===== src/rtl/cr_kme_key_tlv_gen.sv =====
// -----------------------------------------------------------------------------
// cr_kme_key_tlv_gen
//
// Key TLV generator. Turns one key command (tag, word count, error flag) plus
// the unwrapped key data words into one framed TLV on the usr_ob write
// interface: a header word followed by the data words. Output pacing follows
// usr_ob_afull; usr_ob_full is only monitored for protocol violations.
//
// Optional feature (macro CR_KME_KEY_TLV_CHKSUM_EN): appends a trailer word
// holding the XOR of all data words; header length then counts the trailer.
// Error and zero-length TLVs never carry a trailer.
//
// Parameters:
//   TLV_TYPE  type code placed in header bits [63:56]
//   CNT_W     width of the tlv_cnt statistics counter
//
// Ports:
//   clk, rst                 clock, synchronous active-high reset
//   cmd_valid/ready          key command handshake
//   cmd_tid/nwords/err       command tag, data word count, error flag
//   kdat_valid/ready/data    key data word handshake
//   usr_ob_wr/data/sot/eot   registered one-cycle write to downstream
//   usr_ob_full/afull        downstream full / almost-full
//   busy                     FSM active or a write in flight
//   tlv_cnt                  completed TLV count (wraps)
//   ovfl_err                 sticky: write issued while downstream full
// -----------------------------------------------------------------------------
module cr_kme_key_tlv_gen #(
  parameter logic [7:0] TLV_TYPE = 8'h0C,
  parameter int         CNT_W    = 16
) (
  input  logic             clk,
  input  logic             rst,
  input  logic             cmd_valid,
  output logic             cmd_ready,
  input  logic [7:0]       cmd_tid,
  input  logic [3:0]       cmd_nwords,
  input  logic             cmd_err,
  input  logic             kdat_valid,
  output logic             kdat_ready,
  input  logic [63:0]      kdat_data,
  output logic             usr_ob_wr,
  output logic [63:0]      usr_ob_data,
  output logic             usr_ob_sot,
  output logic             usr_ob_eot,
  input  logic             usr_ob_full,
  input  logic             usr_ob_afull,
  output logic             busy,
  output logic [CNT_W-1:0] tlv_cnt,
  output logic             ovfl_err
);

  typedef enum logic [1:0] {
    IDLE = 2'd0,
    HDR  = 2'd1,
`ifdef CR_KME_KEY_TLV_CHKSUM_EN
    DATA = 2'd2,
    TRL  = 2'd3
`else
    DATA = 2'd2
`endif
  } state_t;

  state_t           state_r, state_s;
  logic [7:0]       tid_r;
  logic [3:0]       nwords_r;
  logic             err_r;
  logic [3:0]       wcnt_r;
`ifdef CR_KME_KEY_TLV_CHKSUM_EN
  logic [63:0]      xor_r;
`endif
  logic             wr_r, sot_r, eot_r;
  logic [63:0]      data_r;
  logic [CNT_W-1:0] tlv_cnt_r;
  logic             ovfl_r;

  logic             cap_s, acc_s, wr_s, sot_s, eot_s;
  logic [63:0]      data_s;
  logic             short_s, last_s;
  logic [15:0]      len_s;
  logic [63:0]      hdr_s;

  // Header-only TLVs (error or empty) end at the header.
  assign short_s = err_r | (nwords_r == 4'd0);
  // The word being accepted now is the final data word.
  assign last_s  = ((wcnt_r + 4'd1) == nwords_r);

`ifdef CR_KME_KEY_TLV_CHKSUM_EN
  assign len_s = short_s ? 16'd1 : ({12'd0, nwords_r} + 16'd2);
`else
  assign len_s = {12'd0, nwords_r} + 16'd1;
`endif

  assign hdr_s = {TLV_TYPE, tid_r, len_s, 31'd0, err_r};

  // Next-state, handshake and next-write decode.
  always_comb begin
    state_s    = state_r;
    cmd_ready  = 1'b0;
    kdat_ready = 1'b0;
    cap_s      = 1'b0;
    acc_s      = 1'b0;
    wr_s       = 1'b0;
    sot_s      = 1'b0;
    eot_s      = 1'b0;
    data_s     = 64'd0;
    case (state_r)
      IDLE: begin
        cmd_ready = 1'b1;
        if (cmd_valid) begin
          cap_s   = 1'b1;
          state_s = HDR;
        end else begin
          state_s = IDLE;
        end
      end
      HDR: begin
        if (!usr_ob_afull) begin
          wr_s   = 1'b1;
          sot_s  = 1'b1;
          data_s = hdr_s;
          if (short_s) begin
            eot_s   = 1'b1;
            state_s = IDLE;
          end else begin
            state_s = DATA;
          end
        end else begin
          state_s = HDR;
        end
      end
      DATA: begin
        kdat_ready = ~usr_ob_afull;
        if (kdat_valid && !usr_ob_afull) begin
          acc_s  = 1'b1;
          wr_s   = 1'b1;
          data_s = kdat_data;
          if (last_s) begin
`ifdef CR_KME_KEY_TLV_CHKSUM_EN
            state_s = TRL;
`else
            eot_s   = 1'b1;
            state_s = IDLE;
`endif
          end else begin
            state_s = DATA;
          end
        end else begin
          state_s = DATA;
        end
      end
`ifdef CR_KME_KEY_TLV_CHKSUM_EN
      TRL: begin
        if (!usr_ob_afull) begin
          wr_s    = 1'b1;
          eot_s   = 1'b1;
          data_s  = xor_r;
          state_s = IDLE;
        end else begin
          state_s = TRL;
        end
      end
`endif
      default: begin
        state_s = IDLE;
      end
    endcase
  end

  // State, captured command, output registers and statistics.
  always_ff @(posedge clk) begin
    if (rst) begin
      state_r   <= IDLE;
      tid_r     <= 8'd0;
      nwords_r  <= 4'd0;
      err_r     <= 1'b0;
      wcnt_r    <= 4'd0;
`ifdef CR_KME_KEY_TLV_CHKSUM_EN
      xor_r     <= 64'd0;
`endif
      wr_r      <= 1'b0;
      sot_r     <= 1'b0;
      eot_r     <= 1'b0;
      data_r    <= 64'd0;
      tlv_cnt_r <= {CNT_W{1'b0}};
      ovfl_r    <= 1'b0;
    end else begin
      state_r <= state_s;
      if (cap_s) begin
        tid_r    <= cmd_tid;
        nwords_r <= cmd_nwords;
        err_r    <= cmd_err;
        wcnt_r   <= 4'd0;
`ifdef CR_KME_KEY_TLV_CHKSUM_EN
        xor_r    <= 64'd0;
`endif
      end else if (acc_s) begin
        wcnt_r <= wcnt_r + 4'd1;
`ifdef CR_KME_KEY_TLV_CHKSUM_EN
        xor_r  <= xor_r ^ kdat_data;
`endif
      end
      wr_r   <= wr_s;
      sot_r  <= sot_s;
      eot_r  <= eot_s;
      data_r <= data_s;
      // Count TLVs as their last word is actually presented downstream.
      if (wr_r && eot_r) begin
        tlv_cnt_r <= tlv_cnt_r + {{(CNT_W-1){1'b0}}, 1'b1};
      end
      if (wr_r && usr_ob_full) begin
        ovfl_r <= 1'b1;
      end
    end
  end

  assign usr_ob_wr   = wr_r;
  assign usr_ob_data = data_r;
  assign usr_ob_sot  = sot_r;
  assign usr_ob_eot  = eot_r;
  assign tlv_cnt     = tlv_cnt_r;
  assign ovfl_err    = ovfl_r;
  assign busy        = (state_r != IDLE) | wr_r;

endmodule


===== config.mk =====
export PLATFORM = sky130hd
export DESIGN_NAME = cr_kme_key_tlv_gen
export DESIGN_NICKNAME = d
export VERILOG_FILES = /design/src/rtl/cr_kme_key_tlv_gen.sv
export SDC_FILE = /design/constraint.sdc
export NUM_CORES = 1
export LEC_CHECK = 0
export BUFFER_PORTS_ARGS = -buffer_cell sky130_fd_sc_hd__buf_2
export CAP_MARGIN = 40
export CORE_UTILIZATION = 47
export CTS_BUF_LIST = sky130_fd_sc_hd__clkbuf_8
export CTS_CLUSTER_DIAMETER = 80
export CTS_CLUSTER_SIZE = 28
export DETAILED_ROUTE_END_ITERATION = 8
export PLACE_DENSITY = 0.79
export RECOVER_POWER = 50
export REMOVE_ABC_BUFFERS = 1
export SYNTH_ARGS = -nofsm -noshare
export SYNTH_HDL_FRONTEND = slang
export SYNTH_SLANG_ARGS = --single-unit

===== constraint.sdc =====
create_clock -name clk -period 2 [get_ports clk]
set_input_delay 0.2 -clock clk [delete_from_list [all_inputs] [get_ports clk]]
set_output_delay 0.2 -clock clk [all_outputs]
set_load 0.02 [all_outputs]

# Yosys cells after proc, flatten, opt, wreduce, memory -nomap -nowiden
# Index checks and enable logic that the tools add are counted.
totals:
  reg_bits: 103
  elab_cells: 52
  out_inout_bits: 87
op_classes:
  n_mux: 22
  addsub: 3
  n_bitwise: 4
  reduce_logical: 9
  n_eq_ne: 3
ops:
  columns: ["operator", "count"]
  rows:
  - ["64-bit one-hot mux with 2 select lines", 1]
  - ["64-bit two-way mux", 1]
  - ["60-bit two-way mux", 1]
  - ["16-bit by 1-bit adder with 16-bit output, second input constant", 1]
  - ["1-bit two-way mux", 12]
  - ["2-bit two-way mux", 4]
  - ["2-bit one-hot mux with 3 select lines", 1]
  - ["4-bit by 1-bit adder with 5-bit output, second input constant", 1]
  - ["4-bit by 1-bit adder with 4-bit output, second input constant", 1]
  - ["4-bit == test", 1]
  - ["4-bit zero test", 1]
  - ["1-bit one-hot mux with 2 select lines", 2]
  - ["2-bit OR reduction", 2]
  - ["1-bit logical AND", 3]
  - ["2-bit by 1-bit == test with 1-bit output, second input constant", 1]
  - ["2-bit == test, second input constant", 1]
  - ["2-bit zero test", 1]
  - ["1-bit inverter", 2]
  - ["1-bit OR", 2]
  - ["2-bit nonzero test", 1]
  - ["1-bit zero test", 1]

# Depth between registers and ports, before layout
logic_depth:
  word_depth: 5
  ltp_mapped: 8
  ltp_nobuf: 6

# Least setup slack after synthesis
# Ideal clock, no wire load.
synth_timing:
  path_kind: "flip-flop to flip-flop"
  from: "reg state_r[0]"
  to: "reg data_r[10] (netlist: usr_ob_data[10])"
  path_stages_with_launch: 9
  t_required_ns: 1.885
  t_arrival_ns: 1.554
  setup_ns: 0.115
  path_buffers: 3
  path_slack_ns: 0.331
  period_less_slack_ns: 1.669
  cell_sequence: "dfxtp_1 > inv_1 > ha_1 > nand2b_1 > clkbuf_1 > nor2_1 > clkbuf_1 > clkbuf_1 > and2_1"
synth_between:
  elab_chain_len: 2
  word_cells_on_any_way: 3
synth_rtl:
  columns: ["item", "line", "source"]
  rows:
  - ["start: declaration", "64", "state_t state_r, state_s;"]
  - ["start signal: assignment", "188", "state_r <= state_s;"]
  - ["2-bit == test / 2-bit by 1-bit == test with 1-bit output (equally long branches)", "107", "case (state_r)"]
  - ["64-bit one-hot mux with 2 select lines (*)", "107", null]
  - ["end signal: assignment", "206", "data_r <= data_s;"]
  - ["end: declaration", "73", "logic [63:0] data_r;"]
# Every way passes the cells marked *; elsewhere a longest branch is shown, timed or not.
# A chain may end at the register's enable or synchronous reset.

# Final worst setup path
layout_timing:
  from: "reg wr_r (netlist: usr_ob_wr)"
  to: "reg tlv_cnt_r[15] (netlist: tlv_cnt[15])"
layout_between:
  elab_chain_len: 1
layout_rtl:
  columns: ["item", "line", "source"]
  rows:
  - ["start: declaration", "72", "logic wr_r, sot_r, eot_r;"]
  - ["start signal: assignment", "203", "wr_r <= wr_s;"]
  - ["1-bit logical AND", "208", "if (wr_r && eot_r) begin"]
  - ["end signal: assignment", "185", "tlv_cnt_r <= {CNT_W{1'b0}};"]
  - ["end signal: assignment", "209", "tlv_cnt_r <= tlv_cnt_r + {{(CNT_W-1){1'b0}}, 1'b1};"]
  - ["end: declaration", "74", "logic [CNT_W-1:0] tlv_cnt_r;"]
# No other way between the ends.

==> metrics list <==
- Averaged over all synthesized cells, the footprint is 9.83 µm².
* # nets final: 618
* Bufs on Longest Clock Path: 2
* Worst stage delay on the critical path: 0.51 ns
- The worst path needs 1.65 ns of the cycle, external delays included.
* Floorplan core area: 0.00729 mm²
- Initial DRT Pass Iterations: 5
- Global-route wire length before repair: 12100 µm
- Most numerous cell types in the synthesized netlist: sky130_fd_sc_hd__dfxtp_1, sky130_fd_sc_hd__and2_1, sky130_fd_sc_hd__nand2_1
* Clock tree from TritonCTS: yes
* Final worst clock skew: 0.0103 ns
- Fill cell instance count of the final layout: 705
- Sequential cells account for 54.0% of the total power.
- Final Cycle Share: 82.7%
- Reg2reg end: tlv_cnt[15]
- Switching power summed over all nets: 0.000827 W
* Grt total ovfl: 0
- STA classifies the critical path endpoint as a register.
- The startpoint identified for the worst hold timing path is kdat_data[16].
- The number of antenna violations at the first check in global routing is 0.
- Critical R2R Launch: usr_ob_wr
- Based on the critical path, the design can be clocked at up to 605 MHz.
- Setup violations remaining at the end of the flow were counted as 0.
- Number of buffers created by CTS: 9
* Die Footprint: 0.00794 mm²
* Global-route track usage on met2: 33.8%
- The synthesized design contains 0 enable-type register cells.
* Combinational group share of total power: 5.7%
- Clock slew at the register clock pins of the worst setup and hold paths: 0.10 ns
* Worst hold path endpoint: usr_ob_data[16]
- Buffer type at the clock tree root: sky130_fd_sc_hd__clkbuf_8
- In the global route stage, overall resource usage came out at 20.4%.
* Arrival time of the worst setup path: 1.93 ns
- The internal power of the cells totals 0.00305 W.
- Post-route DRC violation count: 0
- Routed wire length per instance: 12.3 µm
- During placement, the flow inserted port buffers numbering 169.
- Outcome: finished clean
* Maximum Capacitance Violations: 0
- Most utilized layer in the global route result: met2
- Type of origin of the critical path: register
- End-of-flow core utilization: 63.5%
- Instance count after placement with tap cells included: 615
- Counting cells, the worst reg-to-reg path comes to 4.
- The detail route stage leaves a number of antenna-violating nets equal to 0.
- Counting distinct cell types in the post-synthesis netlist gives 35.
- VDD sags by at most 0.470 mV.
* Routing usage on met1: 23.7%
- Iteration-0 DRC Markers: 112
- Post-synthesis async set-or-reset flop share: 0%
- Max-Slew Margin vs Limit: 56.0%
- Relative area change from synthesis to final layout: 29.8%
* Detail-routed via count per cell: 4.70
- Global routing consumed, on the met3 layer, 7.66% of the routing resources.
- The H-tree generated during clock tree synthesis spans 3 levels.
* Unrepaired setup endpoints after global routing: no
- Final hold violation count: 0
- By startpoint and endpoint, the worst setup path is classified as reg -> reg.
- At the pin with the least slew margin, the transition time is 0.659 ns.
* Top post-synthesis cells by area: sky130_fd_sc_hd__dfxtp_1, sky130_fd_sc_hd__and2_1, sky130_fd_sc_hd__nand2_1
- Setup slack on the worst reg-to-reg path comes out at 0.35 ns.
- Cells with a size suffix above 1 make up 20.5% of the layout.
* DR vias: 2968
- For this configuration, the core starts out at a cell density of 48.9%.
* Number of diodes: 0
- Estimated wirelength of the detail-placed design: 5830 µm
- Post-CTS setup buffer count: 0
- Final wirelength: 7790 µm
- sky130_fd_sc_hd__dfxtp_1 is the most common cell in the netlist.
* Global placement routability congestion: 0.829
- Area of the multi-input gates: 0.00140 mm²
- The analysis attributes to cell leakage a power of 1.91 nW.
* Die Y-Extent: 89.1 µm
- Number of cells in the finished layout apart from fillers: 631
* Maximum number of pins on one net before global-route repair: 48
- Yosys warnings: 0
- Smallest setup slack after layout: 0.347 ns
- The clock reaches the later pin of the worst-skew pair after 0.35 ns.
* Crit-path cells: and4_1, nand2_1, or4_1, a21oi_1
- Hold Buf Count CTS: 0
- The floorplan step set the die width to 89.1 µm.
- Net switching is 21.3% of the power.
- The max-slew violation total from the final report was 0.
- For this run, the leading register cell type out of synthesis is sky130_fd_sc_hd__dfxtp_1.
* Hold WC Path Type: in -> reg
* Area share of the leading cell type in the synthesized netlist: 57.8%
* Area taken by flip-flops and latches: 0.00206 mm²
* Sequential element share of the synthesized area: 57.8%
- CP Data Required Time: 2.28 ns
- Standard-cell row count: 31
* Post-synthesis register bit count: 103
- Post-Synthesis Cell Area: 0.00357 mm²
- Highest-delay cell along the critical path: sky130_fd_sc_hd__or4_1
* Number of cells produced by synthesis: 363
- At the placement stage, the worst setup path has a slack of 0.376 ns.
* Clock share of power: 40.4%
- In this run, post-CTS repair resized a total of 0 instances.
- I/O pin count: 170
- The via count of the first global-routing pass is 2711.
- Cell count of the worst hold path: 2
- Dividing total power by cell area gives a power density of 837 mW/mm².
- Summed over all instances, the cell type with the most area after synthesis is sky130_fd_sc_hd__dfxtp_1.
- Maximum fanout encountered on the critical timing path: 9
* Clock sink count: 103
- Power comes to 0.00388 W.
## registers in the layout, indices dropped and copies added (netlist names)
signal,cells
wcnt_r,4
tlv_cnt,16
usr_ob_eot,1
tid_r,8
err_r,1
nwords_r,4
state_r,2
usr_ob_wr,1
ovfl_err,1
usr_ob_data,64
usr_ob_sot,1
## area by class of cell
cell class              count  area share, %
flip-flops and latches    103           44.5
clock buffers              10           2.97
multi-input cells         234           30.2
inverters                   5          0.405
repair buffers            174           16.8
well taps                  99           2.67
clock inverters             6           2.49
## cell families (layout without fill, tap and decap cells)
logic type      Yosys count  in the layout  share of synthesized area (%)
compound gates           47             47                           7.89
xor+xnor                 21             21                           5.16
fa+ha+maj                 8              8                           2.81
buf+inv                  26            195                           3.02
flops                   103            103                           57.8
mux                       1              1                          0.281
simple gates            157            157                           23.0
## per-stage QoR
stage	setup TNS [ns]	area, µm²	hold slack, ns
global placement	0	4490	0.399
finish	0	4630	0.0381
detailed placement	0	4490	0.402
floorplan	-11.69	3480	0.269
CTS	0	4740	0.0201
global route	0	4630	0.0202
## layer usage
| layer | routed length [µm] | share of wire, % |
|---|---|---|
| met4 | 80 | 1.0 |
| met1 | 3210 | 41 |
| met3 | 784 | 10 |
| met2 | 3710 | 48 |
| met5 | 0 | 0 |
## power groups by stage
stage,clock network [W],logic (W),registers (W)
final,0.00157,0.000220,0.00209
after global routing,0.00170,0.000248,0.00210
after CTS,0.00160,0.000225,0.00209
after detailed placement,0,0.000224,0.00214
after global placement,0,0.000219,0.00214
after floorplan,0,0.0000918,0.00214
## worst max path at each step
stage	to	startpoint
2_1_floorplan	usr_ob_data[10]	state_r[0]
3_3_place_gp	state_r[1]	wcnt_r[0]
3_5_place_dp	state_r[1]	wcnt_r[0]
4_1_cts	state_r[1]	wcnt_r[0]
5_1_grt	tlv_cnt[15]	tlv_cnt[3]
6_report	tlv_cnt[15]	usr_ob_wr
## critical path: cells and delay by family, from the launching register on
family             cells  cell delay (ns)
DFF                    1             0.46
and+or+nand+nor        3             0.98
AOI/OAI and AO/OA      1             0.14
## cells in the final DEF (no fill, tap or decap), types with 2 or more instances in the layout
cell type / n
sky130_fd_sc_hd__a21oi_1: 26
sky130_fd_sc_hd__a22oi_1: 13
sky130_fd_sc_hd__and2_1: 48
sky130_fd_sc_hd__and4_1: 4
sky130_fd_sc_hd__buf_2: 85
sky130_fd_sc_hd__buf_4: 4
sky130_fd_sc_hd__bufinv_16: 3
sky130_fd_sc_hd__clkbuf_1: 84
sky130_fd_sc_hd__clkbuf_8: 10
sky130_fd_sc_hd__dfxtp_1: 103
sky130_fd_sc_hd__ha_1: 8
sky130_fd_sc_hd__inv_1: 5
sky130_fd_sc_hd__inv_6: 2
sky130_fd_sc_hd__nand2_1: 37
sky130_fd_sc_hd__nand2b_1: 3
sky130_fd_sc_hd__nand3_1: 8
sky130_fd_sc_hd__nand4_1: 6
sky130_fd_sc_hd__nor2_1: 32
sky130_fd_sc_hd__nor3_1: 5
sky130_fd_sc_hd__o21ai_0: 2
sky130_fd_sc_hd__o31ai_1: 3
sky130_fd_sc_hd__or3_1: 2
sky130_fd_sc_hd__or4_1: 3
sky130_fd_sc_hd__xnor2_1: 7
sky130_fd_sc_hd__xor2_1: 14
(Power assumes the default switching activity.)
